<file path="config.mk">
export PLATFORM = sky130hd
export DESIGN_NAME = spi_slave_regif_flat
export DESIGN_NICKNAME = d
export VERILOG_FILES = /design/src/rtl/spi_slave_regif_if.sv /design/src/rtl/spi_slave_regif.sv /design/src/flat_wrapper.sv
export SDC_FILE = /design/constraint.sdc
export NUM_CORES = 1
export LEC_CHECK = 0
export ABC_AREA = 1
export BUFFER_PORTS_ARGS = -buffer_cell sky130_fd_sc_hd__buf_2
export CAP_MARGIN = 10
export CORE_MARGIN = 2
export CORE_UTILIZATION = 57
export DETAILED_ROUTE_END_ITERATION = 10
export HOLD_SLACK_MARGIN = 0.06
export PLACE_DENSITY = 0.89
export SLEW_MARGIN = 20
export SYNTH_ARGS = -nofsm -noshare
export SYNTH_HDL_FRONTEND = slang
export SYNTH_SLANG_ARGS = --single-unit
</file>
<file path="constraint.sdc">
create_clock -name clk -period 1.78 [get_ports clk]
set_input_delay 0.267 -clock clk [delete_from_list [all_inputs] [get_ports clk]]
set_output_delay 0.267 -clock clk [all_outputs]
set_load 0.005 [all_outputs]
</file>
<file path="src/rtl/spi_slave_regif_if.sv">
// Register-bus bundle between the SPI slave protocol engine and a register file.
// The engine is the master; read data returns one clock after reg_re.
interface spi_slave_regif_if #(
    parameter int ADDR_W = 7
);
    logic [ADDR_W-1:0] reg_addr;
    logic [7:0]        reg_wdata;
    logic              reg_we;
    logic              reg_re;
    logic [7:0]        reg_rdata;

    modport master (
        output reg_addr, reg_wdata, reg_we, reg_re,
        input  reg_rdata
    );

    modport slave (
        input  reg_addr, reg_wdata, reg_we, reg_re,
        output reg_rdata
    );
endinterface

</file>
<file path="src/rtl/spi_slave_regif.sv">
// SPI mode-0 slave engine: deframes cmd/addr + data bytes from synchronised strobes,
// drives a single-cycle register bus with address auto-increment, returns reads on MISO.
module spi_slave_regif #(
    parameter int         ADDR_W = 7,
    parameter logic [7:0] STATUS = 8'hA5
) (
    input  logic                      clk,
    input  logic                      nrst,
    input  logic                      spi_reset,
    input  logic                      spi_read,
    input  logic                      spi_write,
    input  logic                      mosi_in,
    output logic                      miso,
    output logic                      frame_active,
    spi_slave_regif_if.master         bus
);

    typedef enum logic [1:0] {IDLE, CMD, WR_DATA, RD_DATA} state_t;

    state_t            state_q, state_d;
    logic [2:0]        bit_cnt;
    logic [7:0]        rx_shift, tx_shift, rd_buf;
    logic [7:0]        rx_next, tx_next;
    logic [ADDR_W-1:0] addr;
    logic              byte_done;
    logic              addr_inc_p1, rd_req_p1, rd_cap_p2;

    function automatic logic [ADDR_W-1:0] addr_plus1(input logic [ADDR_W-1:0] a);
        return a + ADDR_W'(1);
    endfunction

    always_comb begin
        state_d   = state_q;
        byte_done = 1'b0;
        rx_next   = {rx_shift[6:0], mosi_in};
        // First falling edge of a byte loads the next byte; later ones shift.
        if (bit_cnt == 3'd0)
            tx_next = (state_q == RD_DATA) ? rd_buf : 8'h00;
        else
            tx_next = {tx_shift[6:0], 1'b0};
        if (spi_reset) begin
            state_d = CMD;
        end else if (spi_read && state_q != IDLE) begin
            byte_done = (bit_cnt == 3'd7);
            if (byte_done && state_q == CMD)
                state_d = rx_next[7] ? RD_DATA : WR_DATA;
        end
    end

    always_ff @(posedge clk or negedge nrst) begin
        if (!nrst) state_q <= IDLE;
        else       state_q <= state_d;
    end

    always_ff @(posedge clk or negedge nrst) begin
        if (!nrst) begin
            miso          <= 1'b0;
            frame_active  <= 1'b0;
            bus.reg_addr  <= '0;
            bus.reg_wdata <= 8'h00;
            bus.reg_we    <= 1'b0;
            bus.reg_re    <= 1'b0;
            bit_cnt       <= 3'd0;
            rx_shift      <= 8'h00;
            tx_shift      <= 8'h00;
            rd_buf        <= 8'h00;
            addr          <= '0;
            addr_inc_p1   <= 1'b0;
            rd_req_p1     <= 1'b0;
            rd_cap_p2     <= 1'b0;
        end else begin
            bus.reg_we  <= 1'b0;
            bus.reg_re  <= 1'b0;
            addr_inc_p1 <= 1'b0;
            rd_req_p1   <= 1'b0;
            // Stage p1: deferred address bump / burst read request
            if (addr_inc_p1) addr <= addr_plus1(addr);
            if (rd_req_p1) begin
                bus.reg_re   <= 1'b1;
                bus.reg_addr <= addr;
            end
            // Stage p2: read data arrives one clock after the strobe
            rd_cap_p2 <= bus.reg_re;
            if (rd_cap_p2) rd_buf <= bus.reg_rdata;

            if (spi_reset) begin
                frame_active <= 1'b1;
                bit_cnt      <= 3'd0;
                rx_shift     <= 8'h00;
                tx_shift     <= STATUS;
                miso         <= STATUS[7];
                bus.reg_re   <= 1'b0;
            end else if (spi_read && state_q != IDLE) begin
                rx_shift <= rx_next;
                bit_cnt  <= bit_cnt + 3'd1;
                if (byte_done) begin
                    case (state_q)
                        CMD: begin
                            addr <= rx_next[ADDR_W-1:0];
                            if (rx_next[7]) begin
                                bus.reg_re   <= 1'b1;
                                bus.reg_addr <= rx_next[ADDR_W-1:0];
                            end
                        end
                        WR_DATA: begin
                            bus.reg_we    <= 1'b1;
                            bus.reg_wdata <= rx_next;
                            bus.reg_addr  <= addr;
                            addr_inc_p1   <= 1'b1;
                        end
                        RD_DATA: begin
                            addr      <= addr_plus1(addr);
                            rd_req_p1 <= 1'b1;
                        end
                        default: ;
                    endcase
                end
            end else if (spi_write && state_q != IDLE) begin
                tx_shift <= tx_next;
                miso     <= tx_next[7];
            end
        end
    end

endmodule

</file>
<file path="src/flat_wrapper.sv">
// flat-port wrapper written by rule: the top's interface ports become plain ports
module spi_slave_regif_flat 
#(
    parameter int         ADDR_W = 7,
    parameter logic [7:0] STATUS = 8'hA5
)
  (clk, nrst, spi_reset, spi_read, spi_write, mosi_in, miso, frame_active, bus_reg_addr, bus_reg_wdata, bus_reg_we, bus_reg_re, bus_reg_rdata);
  spi_slave_regif_if #(.ADDR_W(ADDR_W)) bus_i ();
  input  logic clk;
  input  logic nrst;
  input  logic spi_reset;
  input  logic spi_read;
  input  logic spi_write;
  input  logic mosi_in;
  output logic miso;
  output logic frame_active;
  output wire logic [$bits(bus_i.reg_addr)-1:0] bus_reg_addr;
  output wire logic [$bits(bus_i.reg_wdata)-1:0] bus_reg_wdata;
  output wire logic [$bits(bus_i.reg_we)-1:0] bus_reg_we;
  output wire logic [$bits(bus_i.reg_re)-1:0] bus_reg_re;
  input wire logic [$bits(bus_i.reg_rdata)-1:0] bus_reg_rdata;
  assign bus_reg_addr = bus_i.reg_addr;
  assign bus_reg_wdata = bus_i.reg_wdata;
  assign bus_reg_we = bus_i.reg_we;
  assign bus_reg_re = bus_i.reg_re;
  assign bus_i.reg_rdata = bus_reg_rdata;
  spi_slave_regif #(.ADDR_W(ADDR_W), .STATUS(STATUS)) u_core (.clk(clk), .nrst(nrst), .spi_reset(spi_reset), .spi_read(spi_read), .spi_write(spi_write), .mosi_in(mosi_in), .miso(miso), .frame_active(frame_active), .bus(bus_i));
endmodule
</file>
Word-level counts from Yosys, hierarchy flattened
Cells that the tools add are included.

Register bits after elaboration: 55. Input bits: 14. Output and inout bits: 19. Word-level logic and storage cells: 76.

Add/sub/neg operators: 2. Equal/unequal tests: 5. Mux-type cells: 43. Bitwise gates (word level): 1. Reductions and logical operators: 11.

Operators with widths (count): $mux W7 (14); $pmux W7 S2 (2); $mux W1 (20); $mux W8 (2); $reduce_bool A2 Y1 (4); $add A7 B1 Y7 const B (1); $mux W2 (3); $mux W3 (2); $eq A2 B2 Y1 const B (2); $reduce_and A2 Y1 (2); $reduce_and A4 Y1 (1); $add A3 B1 Y3 const B (1); $eq A3 B3 Y1 const B (1); $logic_and A1 B1 Y1 (3); $logic_not A3 Y1 (1); $eq A2 B1 Y1 const B (1); $ne A2 B2 Y1 const B (1); $not A1 Y1 (1).

Longest topological paths before layout
Gate-level depths: netlist of run 1.

Word-level depth: 7. Gate-level depth with buffers: 10. Depth with buffers taken out: 10.

Worst setup path after synthesis of run 1
Ideal clock, no wire load.

Path kind: flip-flop to flip-flop. Start point: register u_core.state_q[0]. End point: register u_core.bus.reg_wdata[6]. Setup time: 120 ps. Data arrival time: 1309 ps. Required time: 1660 ps. Path slack: 351 ps. Cell stages (with the launch flop): 10. Buffers on the path: 1. Period minus slack after synthesis: 1429 ps. Cell sequence: dfrtp_1 > inv_1 > ha_1 > inv_2 > nand3_2 > nor2_4 > nand2_2 > buf_6 > nand2_1 > o21ai_2.

Longest elaborated chain between the ends: 5. Elaborated cells on any way between the ends: 6.

Ends and longest elaborated chain: start, declared (line spi_slave_regif.sv:20) `state_t state_q, state_d;`; start signal, assigned (line spi_slave_regif.sv:52) `else state_q <= state_d;`; $reduce_bool A2 Y1 (line spi_slave_regif.sv:43, spi_slave_regif.sv:93); $logic_and A1 B1 Y1 (line spi_slave_regif.sv:43, spi_slave_regif.sv:93); $mux W1 (line spi_slave_regif.sv:43) `end else if (spi_read && state_q != IDLE) begin`; $mux W1 (line spi_slave_regif.sv:41) `if (spi_reset) begin`; $reduce_and A4 Y1 (no line) (*); end signal, assigned (line spi_slave_regif.sv:107) `bus.reg_wdata <= rx_next;`; end, declared (line spi_slave_regif_if.sv:13) `output reg_addr, reg_wdata, reg_we, reg_re,`.

Every way passes the cells marked *; elsewhere a longest branch is shown, timed or not. A chain may end at the register's enable or synchronous reset.

Final worst setup path of run 1
Start point: register u_core.state_q[0]. End point: register u_core.bus.reg_addr[5].

Longest elaborated chain between the ends: 7. Elaborated cells on any way between the ends: 10.

Ends and longest elaborated chain: $reduce_bool A2 Y1 (line spi_slave_regif.sv:43, spi_slave_regif.sv:93); $logic_and A1 B1 Y1 (line spi_slave_regif.sv:43, spi_slave_regif.sv:93); $mux W1 (line spi_slave_regif.sv:43); $mux W1 (line spi_slave_regif.sv:41); $mux W7 (line spi_slave_regif.sv:96) `if (byte_done) begin`; $mux W7 (*) (line spi_slave_regif.sv:93) `end else if (spi_read && state_q != IDLE) begin`; $mux W7 (*) (line spi_slave_regif.sv:86) `if (spi_reset) begin`; end signal, assigned (line spi_slave_regif.sv:80) `bus.reg_addr <= addr;`; end signal, assigned (line spi_slave_regif.sv:102) `bus.reg_addr <= rx_next[ADDR_W-1:0];`; end signal, assigned (line spi_slave_regif.sv:108) `bus.reg_addr <= addr;`; end, declared (line spi_slave_regif_if.sv:13).

Marks and branches as above.

==> results.md, run 1 <==
- CP Data Required Time: 1990 ps
- Logic gate share of total power: 0.069
- Nets: 387
- Area grow syn2layout: 13.4%
- Port Buffers: 32
- Drt pass-1 iters: 5
- Global Route Usage Sum: 0.242
- Max Clk Rate: 0.603 GHz
- Initial core utilization: 0.586
- FFs w/ async S/R, synth: 1.00
- Busiest layer in global routing: met2
- Top post-synthesis cells by count: nand2_1, dfrtp_1, inv_1
- Final RePlAce weighted congestion: 0.891
- Final hold vios: 0
- Final WL: 5950 um
- Detail Placement HPWL: 4340 um
- Power per cell area: 697 nW/um^2
- Status: finished clean
- Max-cap violation count: 0
- Via count: 2349
- Clock tree root driver cell: clkbuf_8
- Number of global-route vias before repair: 2176
- CP Capture Type: flip-flop
- Post-Syn Nets: 347
- Tcrit/Tclk final: 0.931
- Worst Tran Pin Value: 528 ps
- Die Y: 73.4 um
- First-pass GRT wire length: 10100 um
- Post-Syn Area per Cell: 8.45 um^2
- Area after DPL: 2970 um^2
- Buffer levels on the longest clock path: 2
- Hold crit path type: input port to flip-flop
- Synth top area share: 0.501
- Relative slew slack: 0.648
- Cells on worst reg2reg path: 10
- Die width: 73.4 um
- Most numerous cell in the Yosys netlist: nand2_1
- DR vias/cell: 5.59
- Max Clock Skew: 5.03 ps
- Die footprint: 5390 um^2
- Setup TNS: 0 ps
- Largest cells by area after synthesis: dfrtp_1, nand2_1, inv_1
- CP Launch Type: flip-flop
- Net Sw Frac: 0.245
- Number of synthesis warnings: 0
- ANT nets after route: 0
- Rows: 25
- Reg power frac: 0.592
- #FFs+latches synth: 55
- Largest stage delay, worst path: 380 ps
- Met1 Use GR: 0.334
- Register area share after synthesis: 0.501
- CTS tree: yes
- Starting DRT DRC Count: 278
- Pin count of the biggest net entering global routing: 35
- Fill count: 378
- CTS clk-pin slew, worst paths: 100 ps
- Core area: 4690 um^2
- Top fanout value on the critical path: 8
- Final setup viols: 0
- Synth Cell Area: 2750 um^2
- # diodes: 0
- Distinct cells, synth: 30
- Worst EP arrival: 1870 ps
- CP Class: flip-flop to flip-flop
- Power Internal: 0.00164 W
- Worst hold stages: 3
- Cells after synthesis: 325
- Placed cells: 408
- Htree depth: 2
- WL/cell: 14.2 um
- CP Cell Sequence: inv_1 > ha_1 > inv_2 > nand3_4 > nor2_4 > inv_2 > nor2_8 > nand2_4 > nand2_1 > nand2_1
- GRT met3 Usage: 0.0494
- I/O Pins: 33
- Psw: 0.000533 W
- Min cycle time layout: 1660 ps
- Static Leak: 1.65 nW
- Grt met2 use: 0.381
- Design area: 3120 um^2
- Peak supply drop: 0.520 mV
- Post-synth EDFFs: 0
- Post-synth top flop: dfrtp_1
- Sink Count: 55
- Final cell count without fillers: 420
- DRC viols: 0
- Clk pwr share: 0.340
- Initial antenna violation count: 0
- Fraction of layout cells with a size suffix above 1: 0.191
- GRT overflow: 0
- Final slew viol count: 0
- Clock latency on the worst-skew pair: 310 ps
- Slowest cell on the critical path: dfrtp_1
- Area leader, netlist: dfrtp_1
- Total CTS buffers: 5
flip-flops by register name (all words and copies together) (netlist names), 2 cells and up:
register and count:
u_core.rx_shift 7, u_core.bus.reg_wdata 8, u_core.bus.reg_addr 7, u_core.tx_shift 7, u_core.state_q 2, u_core.bit_cnt 3, u_core.rd_buf 8, u_core.addr 7
cell usage in the layout, fill, tap and decap left out, types with 3 or more instances in the layout:
cell | Yosys | routed
clkbuf_8 | 0 | 6
ha_1 | 8 | 7
nand2_1 | 95 | 95
buf_4 | 1 | 4
a21oi_1 | 14 | 14
o22ai_1 | 16 | 16
mux2_2 | 4 | 4
nand3_1 | 17 | 17
a22oi_1 | 4 | 4
buf_2 | 2 | 32
o21ai_0 | 13 | 12
inv_1 | 42 | 42
o21ai_2 | 8 | 8
nor2_4 | 3 | 3
nor2_1 | 24 | 24
dfrtp_1 | 55 | 55
critical path, delay by kind of cell (launching register included):
family | cells | cell delay [ps]
AND/OR/NAND/NOR | 6 | 660
flip-flops | 1 | 380
buffers and inverters | 3 | 280
adder cells (fa/ha/maj) | 1 | 230
path summary, 6_finish.rpt:
path | from | end | slack [ps]
max reg2reg | u_core.state_q[0] | u_core.bus.reg_addr[5] | 120
min reg2reg | u_core.bus.reg_re | u_core.rd_cap_p2 | 430
max in group asynchronous | nrst | u_core.bus.reg_re | 770
min in group asynchronous | nrst | u_core.rd_buf[6] | 460
min | bus_reg_rdata[6] | u_core.rd_buf[6] | 150
max | u_core.state_q[0] | u_core.bus.reg_addr[5] | 120
power by group through the flow:
stage                     clock [W]  sequential, W  combinational, W
after floorplan                   0        0.00131         0.0000777
after global placement            0        0.00131          0.000141
after detailed placement          0        0.00131          0.000146
after CTS                  0.000739        0.00128          0.000149
after global routing       0.000790        0.00129          0.000171
final                      0.000737        0.00128          0.000149
area by class of cell:
type,count,area (um^2),share of cell area
Sequential cell,55,1380,0.442
Multi-Input combinational cell,221,1190,0.381
Timing Repair Buffer,38,220,0.0707
Inverter,44,165,0.0530
Clock buffer,6,82.6,0.0265
Tap cell,54,67.6,0.0217
Clock inverter,2,16.3,0.00522
routing by layer:
metal	vias up	share of wire
met4	0	0.020
met1	1097	0.44
li1	1132	-
met2	110	0.49
met3	10	0.055
met5	-	0
cells by family (layout without fill, tap and decap cells):
logic type,Yosys count,count (layout),share of synthesized area
simple gates,149,149,0.240
compound gates,60,60,0.134
fa+ha+maj,8,8,0.0364
flops,55,55,0.501
mux,4,4,0.0164
buf+inv,49,90,0.0719
stage by stage:
stage          power (W)   util  setup slack, ps  hold slack, ps
2_1_floorplan    0.00138      -              351           -28.6
3_3_place_gp     0.00145  0.633              235             259
3_5_place_dp     0.00145  0.633              121             269
4_1_cts          0.00217  0.656             97.8             157
5_1_grt          0.00225  0.664            -8.96             162
6_report         0.00217  0.664              122             153
what timing repair did:
| item | in CTS | in global routing |
|---|---|---|
| setup buffers | 0 | 3 |
| endpoints found under the hold margin | 21 | 0 |
| resized for setup | 0 | 4 |
| hold buffers | 1 | 0 |
| endpoints found under the setup margin | 0 | 16 |
No activity file was read; power rests on OpenSTA's default activity.
==> run 2, diff against run 1 <==
--- a/config.mk
+++ b/config.mk
@@ -12,7 +12,7 @@
 export CORE_UTILIZATION = 57
 export DETAILED_ROUTE_END_ITERATION = 10
 export HOLD_SLACK_MARGIN = 0.06
-export PLACE_DENSITY = 0.89
+export PLACE_DENSITY = 0.9
 export SLEW_MARGIN = 20
 export SYNTH_ARGS = -nofsm -noshare
 export SYNTH_HDL_FRONTEND = slang
==> results.md, run 2 (synthesis gave the netlist of run 1 again) <==
- Worst Tran Pin Value: 475 ps (-52.9 ps)
- Final RePlAce weighted congestion: 0.905 (+1.5%)
- Placed cells: 408 (unchanged)
- Drt pass-1 iters: 5 (unchanged)
- Area after DPL: 2970 um^2 (unchanged)
- Min cycle time layout: 1640 ps (-16.0 ps)
- CTS tree: yes
- First-pass GRT wire length: 10900 um (+7.9%)
- Worst hold stages: 3 (unchanged)
- Detail Placement HPWL: 4610 um (+6.2%)
- Die footprint: 5390 um^2 (unchanged)
- CP Capture Type: flip-flop
- Clock latency on the worst-skew pair: 310 ps (about the same)
- Hold crit path type: input port to flip-flop
- Fraction of layout cells with a size suffix above 1: 0.184 (-0.00719)
- Final setup viols: 0 (unchanged)
- Final hold vios: 0 (unchanged)
- GRT overflow: 0 (unchanged)
- Setup TNS: 0 ps (unchanged)
- Area grow syn2layout: 13.2%
- Rows: 25 (unchanged)
- Sink Count: 55 (unchanged)
- Design area: 3110 um^2 (-0.24%)
- RSZ-0062 raised after global routing: yes
- ANT nets after route: 0 (unchanged)
- Max Clk Rate: 0.609 GHz (+0.98%)
- Top fanout value on the critical path: 6 (-2)
- Most frequent cells in the layout: nand2_1, dfrtp_1, inv_1
- WL/cell: 15.5 um (+9.5%)
- Nets: 385 (-0.52%)
- Final cell count without fillers: 418 (-0.48%)
- Number of global-route vias before repair: 2450 (+13%)
- Starting DRT DRC Count: 295 (+6.1%)
- Resized cells post-CTS: 0 (unchanged)
- DRC viols: 0 (unchanged)
- R2r setup slk: 140 ps (+20 ps)
- Worst EP arrival: 1840 ps (-30 ps)
- Final slew viol count: 0 (unchanged)
- Htree depth: 2 (unchanged)
- Initial core utilization: 0.586 (unchanged)
- Global Route Usage Sum: 0.264 (+0.0223)
- Static Leak: 1.64 nW (-0.54%)
- Pin count of the biggest net entering global routing: 56 (+60%)
- Cells on worst reg2reg path: 9 (-1)
- Max Clock Skew: 11.5 ps (+6.50 ps)
- Initial antenna violation count: 0 (unchanged)
- Top flop regs: u_core.bus.reg_wdata x8, u_core.rd_buf x8
- Buffer levels on the longest clock path: 2 (unchanged)
- Setup ws final: 138 ps (+16.0 ps)
- Tcrit/Tclk final: 0.922 (-0.00901)
- Die Y: 73.4 um (unchanged)
- Max-cap violation count: 0 (unchanged)
- Via count: 2399 (+2.1%)
- CP Data Required Time: 1980 ps (about the same)
- Die width: 73.4 um (unchanged)
- Relative slew slack: 0.683 (+0.0353)
- CP Class: flip-flop to flip-flop
- CTS clk-pin slew, worst paths: 110 ps (about the same)
- DP Worst Slack: 163 ps (+41.8 ps)
- Most common cell after layout, fill and taps aside: nand2_1
- Total CTS buffers: 5 (unchanged)
- Fill count: 383 (+1.3%)
- Clock tree root driver cell: clkbuf_8
- I/O Pins: 33 (unchanged)
- DR vias/cell: 5.74 (+2.6%)
- CP Launch Type: flip-flop
- Peak supply drop: 0.494 mV (-5.0%)
- Core area: 4690 um^2 (unchanged)
- Status: finished clean
- Final WL: 6490 um (+9.0%)
- Power per cell area: 749 nW/um^2 (+7.6%)
- Port Buffers: 32 (unchanged)
- # diodes: 0 (unchanged)
run 2: layout make-up:
type	instances	area (um^2)	area share
well taps	54	67.6	0.0217
repair buffers	36	205	0.0660
inverters	44	165	0.0531
flip-flops and latches	55	1380	0.443
clock buffers	6	82.6	0.0266
clock inverters	2	38.8	0.0125
multi-input cells	221	1170	0.377
run 2: what timing repair did:
item | in CTS | in global routing
hold endpoints to repair | 55 | 0
buffers inserted | 0 | 1
endpoints found under the setup margin | 0 | 6
hold buffers | 1 | 0
run 2: path summary, 6_finish.rpt:
| kind | from | endpoint |
|---|---|---|
| hold reg to reg | u_core.bus.reg_re | u_core.rd_cap_p2 |
| min in group asynchronous | nrst | u_core.tx_shift[4] |
| setup reg to reg | u_core.state_q[1] | u_core.addr[6] |
| setup / recovery | u_core.state_q[1] | u_core.addr[6] |
| hold / removal | bus_reg_rdata[6] | u_core.rd_buf[6] |
| max in group asynchronous | nrst | u_core.addr[1] |
run 2: power by group:
| part | internal (W) | switching [W] | leakage [nW] |
|---|---|---|---|
| sequential | 0.00127 | 0.0000130 | 0.716 |
| clock | 0.000464 | 0.000430 | 0.0618 |
| combinational | 0.0000485 | 0.000103 | 0.860 |
run 2: layer usage:
metal / global-route usage / wire [um] / up-vias / part of all wire
li1: - / - / 1125 / -
met1: 0.335 / 2650 / 1149 / 0.41
met2: 0.448 / 3260 / 109 / 0.50
met3: 0.0508 / 421 / 16 / 0.065
met4: 0.101 / 155 / 0 / 0.024
met5: 0 / 0 / - / 0
run 2: through the flow:
step	hold WS [ps]	utilization	power [W]
floorplan	-28.6	-	0.00138
global placement	281	0.633	0.00145
detailed placement	287	0.633	0.00146
CTS	159	0.661	0.00232
global route	176	0.663	0.00240
finish	149	0.663	0.00233
run 2: worst max-delay path, stage by stage (launching register included):
cell and delay [ps]:
dfrtp_1 430, inv_1 120, ha_1 290, nand2_1 120
inv_1 130, nand2_1 130, nand2_1 160, nor2_1 50
nand2_1 50, nand2_1 50
